[src/rtl/mem_access_ctrl.sv]
// mem_access_ctrl: Y86-64 memory-stage initiator that stalls the pipeline while a
// req/ack access to a multi-cycle data memory is in flight; reports SADR on bad address or timeout.
module mem_access_ctrl #(
  parameter int ADDR_LIMIT = 512,
  parameter int TIMEOUT    = 15
) (
  input  logic        clk,
  input  logic        rst_n,
  input  logic        M_valid,
  input  logic [3:0]  M_icode,
  input  logic [2:0]  M_stat,
  input  logic [63:0] M_valE,
  input  logic [63:0] M_valA,
  output logic        mem_req,
  output logic        mem_we,
  output logic [63:0] mem_addr,
  output logic [63:0] mem_wdata,
  input  logic        mem_ack,
  input  logic [63:0] mem_rdata,
  output logic [63:0] m_valM,
  output logic [2:0]  m_stat,
  output logic        m_stall,
  output logic        m_done
);
  typedef enum logic [1:0] {IDLE, WAIT, DONE} state_t;
  localparam logic [2:0] SAOK = 3'd1;
  localparam logic [2:0] SADR = 3'd3;
  localparam int TW = $clog2(TIMEOUT + 1);

  state_t        state_q, state_d;
  logic          mem_req_q, mem_req_d, mem_we_q, mem_we_d, err_q, err_d;
  logic [63:0]   mem_addr_q, mem_addr_d, mem_wdata_q, mem_wdata_d, m_valM_q, m_valM_d;
  logic [TW-1:0] timer_q, timer_d;
  logic          is_rd, is_wr, mem_ok, bad_addr, start, timeout;
  logic [63:0]   addr;

  assign is_rd    = M_icode inside {4'h5, 4'h9, 4'hB};
  assign is_wr    = M_icode inside {4'h4, 4'h8, 4'hA};
  assign addr     = (M_icode == 4'h9 || M_icode == 4'hB) ? M_valA : M_valE;
  assign mem_ok   = M_valid && (is_rd || is_wr) && M_stat == SAOK;
  assign bad_addr = addr >= 64'(ADDR_LIMIT);
  assign start    = mem_ok && !bad_addr && state_q == IDLE;
  assign timeout  = timer_q == TW'(TIMEOUT - 1);

  always_comb begin
    state_d     = state_q;
    mem_req_d   = mem_req_q;
    mem_we_d    = mem_we_q;
    mem_addr_d  = mem_addr_q;
    mem_wdata_d = mem_wdata_q;
    m_valM_d    = m_valM_q;
    err_d       = err_q;
    timer_d     = timer_q;
    case (state_q)
      IDLE: if (start) begin
        state_d     = WAIT;
        mem_req_d   = 1'b1;
        mem_we_d    = is_wr;
        mem_addr_d  = addr;
        mem_wdata_d = M_valA;
        timer_d     = '0;
      end
      WAIT: if (mem_ack || timeout) begin
        state_d   = DONE;
        mem_req_d = 1'b0;
        err_d     = !mem_ack;
        m_valM_d  = (mem_ack && !mem_we_q) ? mem_rdata : m_valM_q;
      end else begin
        timer_d = timer_q + 1'b1;
      end
      default: state_d = IDLE;
    endcase
  end

  always_ff @(posedge clk) begin
    if (!rst_n) begin
      state_q     <= IDLE;
      mem_req_q   <= 1'b0;
      mem_we_q    <= 1'b0;
      mem_addr_q  <= '0;
      mem_wdata_q <= '0;
      m_valM_q    <= '0;
      err_q       <= 1'b0;
      timer_q     <= '0;
    end else begin
      state_q     <= state_d;
      mem_req_q   <= mem_req_d;
      mem_we_q    <= mem_we_d;
      mem_addr_q  <= mem_addr_d;
      mem_wdata_q <= mem_wdata_d;
      m_valM_q    <= m_valM_d;
      err_q       <= err_d;
      timer_q     <= timer_d;
    end
  end

  assign mem_req   = mem_req_q;
  assign mem_we    = mem_we_q;
  assign mem_addr  = mem_addr_q;
  assign mem_wdata = mem_wdata_q;
  assign m_valM    = m_valM_q;
  assign m_stall   = rst_n && (start || state_q == WAIT);
  assign m_done    = rst_n && state_q == DONE;
  assign m_stat    = (rst_n && ((state_q == DONE && err_q) || (state_q == IDLE && mem_ok && bad_addr)))
                     ? SADR : M_stat;
endmodule

[config.mk]
export PLATFORM = sky130hd
export DESIGN_NAME = mem_access_ctrl
export DESIGN_NICKNAME = d
export VERILOG_FILES = /design/src/rtl/mem_access_ctrl.sv
export SDC_FILE = /design/constraint.sdc
export NUM_CORES = 1
export LEC_CHECK = 0
export ABC_CLOCK_PERIOD_IN_PS = 4800
export CAP_MARGIN = 40
export CORE_AREA = 2 2 154 156
export CTS_CLUSTER_SIZE = 10
export DETAILED_ROUTE_END_ITERATION = 12
export DIE_AREA = 0 0 156 158
export HOLD_SLACK_MARGIN = 0.03
export PLACE_DENSITY = 0.81
export SETUP_SLACK_MARGIN = 0.5
export SLEW_MARGIN = 5
export SYNTH_ARGS = -nofsm -noshare
export SYNTH_HDL_FRONTEND = slang
export SYNTH_SLANG_ARGS = --single-unit
[constraint.sdc]
create_clock -name clk -period 4.8 [get_ports clk]
set_clock_uncertainty 0.1 [all_clocks]
set_input_delay 0.48 -clock clk [delete_from_list [all_inputs] [get_ports clk]]
set_output_delay 0.48 -clock clk [all_outputs]
set_load 0.05 [all_outputs]
# [Word-level counts from Yosys, hierarchy flattened]
# Index checks and enable logic that the tools add are counted.
[totals] in_bits=203 reg_bits=201 ram_bits=0 n_memories=0 latchBits=0 out_inout_bits=199 mem_bits_ro=0 wordCells=63
[op_classes] n_mux=11 mul=0 n_eq_ne=13 n_bitwise=0 n_addsub=1 shift=0 n_div=0 order_cmp=1 n_reduce_logical=29
[op_table] operator="$ge 64x10->1 const B" count=1
[op_table] operator="$mux 64" count=1
[op_table] operator="$eq 4x4->1 const B" count=5
[op_table] operator="$logic_and 1x1->1" count=11
[op_table] operator="$reduce_and 3->1" count=3
[op_table] operator="$eq 4x3->1 const B" count=2
[op_table] operator="$mux 4" count=2
[op_table] operator="$pmux 4 s2" count=1
[op_table] operator="$ne 2x2->1 const B" count=3
[op_table] operator="$reduce_and 2->1" count=3
[op_table] operator="$reduce_bool 3->1" count=2
[op_table] operator="$logic_or 1x1->1" count=5
[op_table] operator="$add 4x1->4 const B" count=1
[op_table] operator="$mux 2" count=2
[op_table] operator="$pmux 2 s2" count=1
[op_table] operator="$eq 3x1->1 const B" count=1
[op_table] operator="$logic_not 1->1" count=3
[op_table] operator="$mux 3" count=1
[op_table] operator="$eq 2x1->1 const B" count=1
[op_table] operator="$eq 2x2->1 const B" count=1
[op_table] operator="$logic_not 2->1" count=1
[op_table] operator="$mux 1" count=2
[op_table] operator="$pmux 1 s2" count=1
[op_table] operator="$reduce_bool 2->1" count=1

# [Longest topological paths before layout]
# Gate-level depths: netlist (run 1).
[logic_depth] word_depth=10 depth_mapped=9 mapped_depth_nobuf=7

# [Worst setup path after synthesis (run 1)]
# No wires, ideal clock.
[synth_timing] kind="input to output" from="input port M_valE[45]" to="output port m_stall" t_required_ps=4220 n_path_buf=3 stages=8 slack_ps=1813 t_arrival_ps=2407 cell_sequence="nor4_1 nand4_1 nor3b_2 o221ai_1 buf_2 buf_6 buf_6 a21boi_1"
[synth_between] elab_chain_len=7
[synth_rtl] element="start: declaration" line="12" text="input logic [63:0] M_valE,"
[synth_rtl] element="$mux 64" line="39" text="assign addr = (M_icode == 4'h9 || M_icode == 4'hB) ? M_valA : M_valE;"
[synth_rtl] element="$ge 64x10->1" line="41" text="assign bad_addr = addr >= 64'(ADDR_LIMIT);"
[synth_rtl] element="$logic_not 1->1" line="42" text="assign start = mem_ok && !bad_addr && state_q == IDLE;"
[synth_rtl] element="$logic_and 1x1->1 (2 in a row)" line="42"
[synth_rtl] element="$logic_or 1x1->1" line="102" text="assign m_stall = rst_n && (start || state_q == WAIT);"
[synth_rtl] element="$logic_and 1x1->1" line="102"
[synth_rtl] element="end: declaration" line="22" text="output logic m_stall,"
# No other way between the ends.

# [Worst setup path after layout (run 1)]
[layout_timing] from="input port M_valE[32]" to="output port m_stat[2]"
[layout_between] elab_chain_len=6
[layout_rtl] element="$mux 64" line="39"
[layout_rtl] element="$ge 64x10->1" line="41"
[layout_rtl] element="$logic_and 1x1->1" line="104" text="assign m_stat = (rst_n && ((state_q == DONE && err_q) || (state_q == IDLE && mem_ok && bad_addr)))"
[layout_rtl] element="$logic_or 1x1->1" line="104"
[layout_rtl] element="$logic_and 1x1->1" line="104"
[layout_rtl] element="$mux 3" line="105" text="? SADR : M_stat;"
[layout_rtl] element="end: declaration" line="21" text="output logic [2:0] m_stat,"
# No other way between the ends.

==> results by group, run 1 <==
Placement
  – IO buf count: 401
  – DP HPWL: 18300 µm
  – Inst Count DP: 1389
  – Routability cong.: 0.774

Die
  – Initial Util: 32.4%
  – Area of the die: 24600 µm²
  – Die Span Y: 158 µm
  – Core Box Area: 23100 µm²
  – I/O Pins: 402
  – Die span in x: 156 µm
  – FP Rows: 56

Drt
  – DRT antenna net count: 0
  – Drt drc: 0
  – 1st-pass router iterations: 4
  – Vias per inst: 4.71
  – DR iter-0 viols: 285
  – WL/cell: 17.8 µm
  – Via Count: 6685
  – Routed WL: 25300 µm

Clocking
  – Clk_lat worst skew: 490 ps
  – Num CTS Buffers: 24
  – Clock input transition at the sequential cells of the worst setup and hold paths: 50 ps
  – CTS sink count: 201
  – TritonCTS clock tree: built
  – CTS max path bufs: 3
  – H-tree depth: 1
  – CTS root buf: clkbuf_16
  – Post CTS Setup Buffer Count: 0

Timing
  – Setup repair after global routing missed its margin: false
  – Max Transition Viols Final: 0
  – Max frequency: 247 MHz
  – Least-Margin Pin Slew: 865 ps
  – Sum Neg Setup Slack: 0 ps
  – Max_slew headroom: 42.4%
  – Final setup fails: 0
  – Final Hold Viols: 0
  – Hold_ws: 176 ps
  – Final Cycle Share: 84.4%
  – Min Tclk post-route: 4050 ps

Critical path
  – Worst Setup End Kind: output pin
  – Most frequent CP cell: clkdlybuf4s50_1
  – Req. time, crit path: 4220 ps
  – Crit path kind: primary input to output pin
  – R2R Setup Slk: 2440 ps
  – CP Launch Type: primary input
  – Worst path slowest cell: clkdlybuf4s50_1
  – Crit-path max FO: 3
  – Cell family with most CP delay: simple AND/OR/NAND/NOR gates
  – CP max stage delay: 810 ps
  – Critical path cell sequence: clkdlybuf4s50_1, nor4_1, nand4_1, nor3b_2, o22ai_1, a32oi_1, and2_1, clkdlybuf4s50_1
  – CP bufs+invs: 2
  – Critical Path AT: 3470 ps

Synthesis
  – Gate Count Post-Synth: 743
  – Syn_area_per_cell: 10.1 µm²
  – Fraction of the yosys area taken by sequential cells: 53.8%
  – Top cell type's share of synthesized area: 53.8%
  – Yosys top cell by area: dfxtp_1
  – Cell variety after synth: 37
  – Synthesis Warnings: 0
  – Most area-consuming cells after synthesis: dfxtp_1 54%, mux2i_1 10%, nand2_1 6.9%
  – Flops & latches, synth: 201
  – Post-Syn Area: 7480 µm²
  – Syn nets: 948

Worst hold path
  – Worst min path class: primary input to register

Cells and area
  – Fin nets: 1330
  – # diodes: 0
  – Share of cells above drive strength 1: 4.78%
  – Commonest non-fill, non-tap cell in the layout: clkdlybuf4s50_1
  – P&R area growth vs syn: 65.0%
  – Most frequent cells in the layout: 399 x clkdlybuf4s50_1, 201 x dfxtp_1, 138 x nand2_1
  – Layout fillers: 2037
  – Post-Layout Cell Count: 1420

GRT
  – Vias in the first global route: 6622
  – Gr ovfl total: 0
  – Largest net degree at the start of global routing: 135
  – First-pass GRT wire length: 36600 µm
  – Initial antenna violation count: 0
  – Gr usage total: 18.9%

Power
  – Worst vdd ir: 0.234 mV
  – Power per cell area: 287 nW/µm²
  – Overall Power: 3.54 mW
  – Leak: 4.98 nW

Flow run
  – Max-Cap Viols: 0

Status
  – Outcome: finished clean
where the power goes:
group	total (mW)	internal (mW)	leakage, nW	switching (mW)
Combinational	0.248	0.175	3.03	0.0735
Sequential	1.67	1.67	1.62	0.0000000000000000127
Clock	1.62	0.967	0.333	0.656
through the flow:
stage | util (%) | area (µm²) | setup WS, ps
2_1_floorplan | - | 7480 | 1810
3_3_place_gp | 50.5 | 11700 | 617
3_5_place_dp | 50.5 | 11700 | 573
4_1_cts | 53.5 | 12300 | 550
6_report | 53.5 | 12300 | 746
5_1_grt | 53.5 | 12300 | 585
layout make-up:
class                   instances  area [µm²]  share of cell area (%)
repair buffers                407        4070                    33.0
flip-flops and latches        201        4020                    32.6
multi-input cells             489        3200                    25.9
clock buffers                  31         678                    5.50
well taps                     290         363                    2.94
inverters                       2        7.51                  0.0609
kinds of logic (layout without fill, tap and decap cells):
kind of cell    count (synthesis)  after routing  synth area share (%)
fa+ha+maj                       2              2                 0.335
simple gates                  326            326                  22.8
flops                         201            201                  53.8
buf+inv                        53            440                  3.83
xor+xnor                        2              2                 0.234
mux                            84             84                  11.4
compound gates                 75             75                  7.53
repair_timing:
action / CTS / global route
endpoints found under the hold margin: 0 / 0
setup endpoints to repair: 0 / 1
gates resized for setup: 0 / 1
hold buffers: 0 / 0
sequential cells by signal (all words and copies together) (netlist names):
name       count
m_valM        64
mem_addr      64
err_q          1
timer_q        4
mem_req        1
state_q        2
mem_we         1
mem_wdata     64
cell usage after synthesis (all sizes together):
cell type  count
a21boi        68
or2            2
xor2           2
nand4bb        1
a41oi          1
nand2b         2
nor3           4
a32oi          1
o221ai         1
ha             2
mux2i         75
and2           2
nand2        138
nand3b         2
buf           21
clkbuf        30
o22ai          1
mux2           9
o21ai          1
a31oi          1
a31o           1
nor2b         74
nor2           7
and3          56
nand3          2
nor4          27
nor3b          1
and3b          1
dfxtp        201
nand4          7
inv            2
final timing paths:
check | start | to | depth (start not counted)
worst max-delay path | M_valE[32] | m_stat[2] | 8
worst min-delay path | rst_n | mem_wdata[34]$_SDFFE_PN0P_ | 2
worst max register to register | state_q[0]$_SDFFE_PN0P_ | m_valM[55]$_SDFFE_PN0P_ | 6
worst min register to register | m_valM[54]$_SDFFE_PN0P_ | m_valM[54]$_SDFFE_PN0P_ | 2
worst reg2reg max path, cell delays in order, from the launching register on:
cell      delay [ps]
dfxtp_1          340
nor2b_1          400
nand2_1          190
nor2_4           570
buf_4            390
nand2_1          130
a21boi_0         170
per-layer routing:
metal / vias up / part of all wire (%) / global-route usage, %
met5: - / 0 / 0
met4: 0 / 2.8 / 6.33
met3: 49 / 8.7 / 5.89
met2: 266 / 49 / 34.1
met1: 3087 / 39 / 21.2
li1: 3283 / - / -
(Power assumes the default switching activity.)
==> inputs of run 2 (changes only) <==
ABC_CLOCK_PERIOD_IN_PS = 3600   (was 4800)
PLACE_DENSITY = 0.84   (was 0.81)
clock period = 3.6 ns   (was 4.8 ns; I/O delays follow)
==> run 2 against run 1 <==
Compared with the run above: sequential power increased by 34%; cell count increased by 0.85%; highest routed layer unchanged; critical endpoint unchanged; first-iteration DRC count decreased by 17%; power increased by 33%.
==> results by group, run 2 (synthesis gave the netlist of run 1 again) <==
GRT
  – First-pass GRT wire length: 36900 µm
  – Initial antenna violation count: 0
  – Gr ovfl total: 0
  – Largest net degree at the start of global routing: 107
  – Vias in the first global route: 6617
  – Gr usage total: 19.1%

Power
  – Clock power share: 45.2%
  – P_sw: 964 µW
  – Power per cell area: 375 nW/µm²
  – Leak: 5.07 nW
  – Sw frac: 20.5%
  – Sequential power share: 47.4%
  – Combinational Power Share: 7.3%
  – Worst vdd ir: 0.257 mV
  – Internal power: 3.73 mW

Clocking
  – CTS max path bufs: 3
  – CTS root buf: clkbuf_16
  – Hold_buf cts: 0
  – TritonCTS clock tree: built
  – Clock input transition at the sequential cells of the worst setup and hold paths: 50 ps
  – H-tree depth: 1
  – CTS sink count: 201
  – Clk_lat worst skew: 510 ps
  – Num CTS Buffers: 24

Timing
  – Final Hold Viols: 0
  – Sum Neg Setup Slack: 0 ps
  – Final Cycle Share: 84.9%
  – Max_slew headroom: 40.8%
  – Max Transition Viols Final: 0
  – Min Tclk post-route: 3060 ps
  – Final setup fails: 0
  – Setup repair after global routing missed its margin: false
  – Max frequency: 327 MHz
  – Hold_ws: 314 ps
  – Least-Margin Pin Slew: 888 ps

Status
  – Outcome: finished clean

Critical path
  – Worst Setup End Kind: output pin
  – Worst path slowest cell: clkdlybuf4s50_1
  – Worst-case reg-to-reg path depth: 6
  – Req. time, crit path: 3140 ps
  – Crit path kind: primary input to output pin
  – Reg-to-reg endpoint: m_valM[60]$_SDFFE_PN0P_
  – CP Launch Type: primary input
  – R2R Setup Slk: 1290 ps
  – CP bufs+invs: 3
  – Cell family with most CP delay: simple AND/OR/NAND/NOR gates
  – Critical Path AT: 2600 ps
  – Critical path cell sequence: clkdlybuf4s50_1, nor4_2, nand4_1, nor3_2, o22ai_1, a32oi_2, buf_4, and2_1, buf_12
  – CP max stage delay: 470 ps
  – Crit-path max FO: 3
  – Worst r2r src: state_q[0]$_SDFFE_PN0P_

Drt
  – DRT antenna net count: 0
  – Via Count: 6698
  – Met2 wire length: 12700 µm
  – Drt drc: 0
  – Top Metal Used: met4
  – DR iter-0 viols: 237
  – Length of routed met3 wiring: 2340 µm
  – WL/cell: 17.9 µm
  – Routed WL: 25600 µm
  – Vias per inst: 4.68
  – 1st-pass router iterations: 6
  – WL met1: 9940 µm

Cells and area
  – Commonest non-fill, non-tap cell in the layout: clkdlybuf4s50_1
  – Fin nets: 1343
  – Layout fillers: 2001
  – Post-Layout Cell Count: 1432
  – Fin util: 54.3%
  – Final instance area: 12500 µm²
  – Most frequent cells in the layout: 396 x clkdlybuf4s50_1, 201 x dfxtp_1, 138 x nand2_1
  – P&R area growth vs syn: 67.5%
  – # diodes: 0
  – Share of cells above drive strength 1: 7.09%

Die
  – Core Box Area: 23100 µm²
  – I/O Pins: 402
  – Die Span Y: 158 µm
  – Die span in x: 156 µm
  – Initial Util: 32.4%
  – Area of the die: 24600 µm²
  – FP Rows: 56

Placement
  – Placed Area: 11700 µm²
  – DP HPWL: 18600 µm
  – Inst Count DP: 1397
  – Routability cong.: 0.784
  – IO buf count: 401

Worst hold path
  – Depth of the worst hold-timing path: 3
  – Hold Startpoint: mem_rdata[57]
  – Worst hold endpoint: m_valM[57]$_SDFFE_PN0P_
  – Worst min path class: primary input to register

Flow run
  – Max-Cap Viols: 0
==> run 2: cell count changes in the layout (fill, tap and decap cells not counted), moves of 2 or more <==
| cell | previous run | this run |
|---|---|---|
| buf_4 | 7 | 22 |
| nor4_1 | 26 | 18 |
| nor4_2 | 1 | 8 |
| clkdlybuf4s50_1 | 399 | 396 |
| clkbuf_1 | 3 | 1 |
==> run 2: layout make-up <==
type / instances / area [µm²] / area share (%)
timing repair buffer: 420 / 4170 / 33.3
sequential: 201 / 4020 / 32.1
multi-input combinational: 489 / 3280 / 26.2
clock inverter: 1 / 16.3 / 0.130
inverter: 2 / 7.51 / 0.0600
clock buffer: 29 / 659 / 5.27
tap: 290 / 363 / 2.90
==> run 2: power by group through the flow <==
| stage | sequential [mW] | combinational, mW | clock [mW] |
|---|---|---|---|
| after CTS | 2.23 | 0.340 | 2.20 |
| after global placement | 2.27 | 0.334 | 0 |
| after floorplan | 2.27 | 0.0715 | 0 |
| after global routing | 2.22 | 0.362 | 2.28 |
| after detailed placement | 2.27 | 0.333 | 0 |
| final | 2.23 | 0.344 | 2.12 |
==> run 2: repair_timing <==
| item | 4_1_cts | 5_1_grt |
|---|---|---|
| setup buffers | 1 | 4 |
| pin swaps | 2 | 4 |
| setup endpoints to repair | 3 | 3 |
| resized for setup | 9 | 6 |
==> run 2: through the flow <==
stage / total power [mW] / setup WS [ps]
finish: 4.69 / 544
CTS: 4.76 / 504
floorplan: 2.34 / 853
detailed placement: 2.61 / 180
global placement: 2.61 / 162
global route: 4.87 / 469
==> run 2: worst max-delay path by stage <==
stage	from	to	slack, ps	depth (start not counted)
after floorplan	M_valE[45]	m_stall	850	8
after global placement	M_valA[12]	m_stat[2]	160	9
after detailed placement	M_valA[12]	m_stat[2]	180	9
after CTS	M_valA[12]	m_stat[2]	500	9
after global routing	M_valA[47]	m_stat[2]	470	10
final	M_valA[14]	m_stat[2]	540	9
==> run 2: per-layer routing <==
layer	vias up	track usage (%)
met4	0	6.42
met3	34	6.73
met5	-	0
li1	3308	-
met2	259	33.7
met1	3097	21.4
==> run 2: worst reg2reg max path: stages (launching register included) <==
cell      delay, ps
dfxtp_1         360
nor2b_1         350
nand2_1         200
nor2_4          610
buf_4           360
nand2_1          70
a21boi_0        170
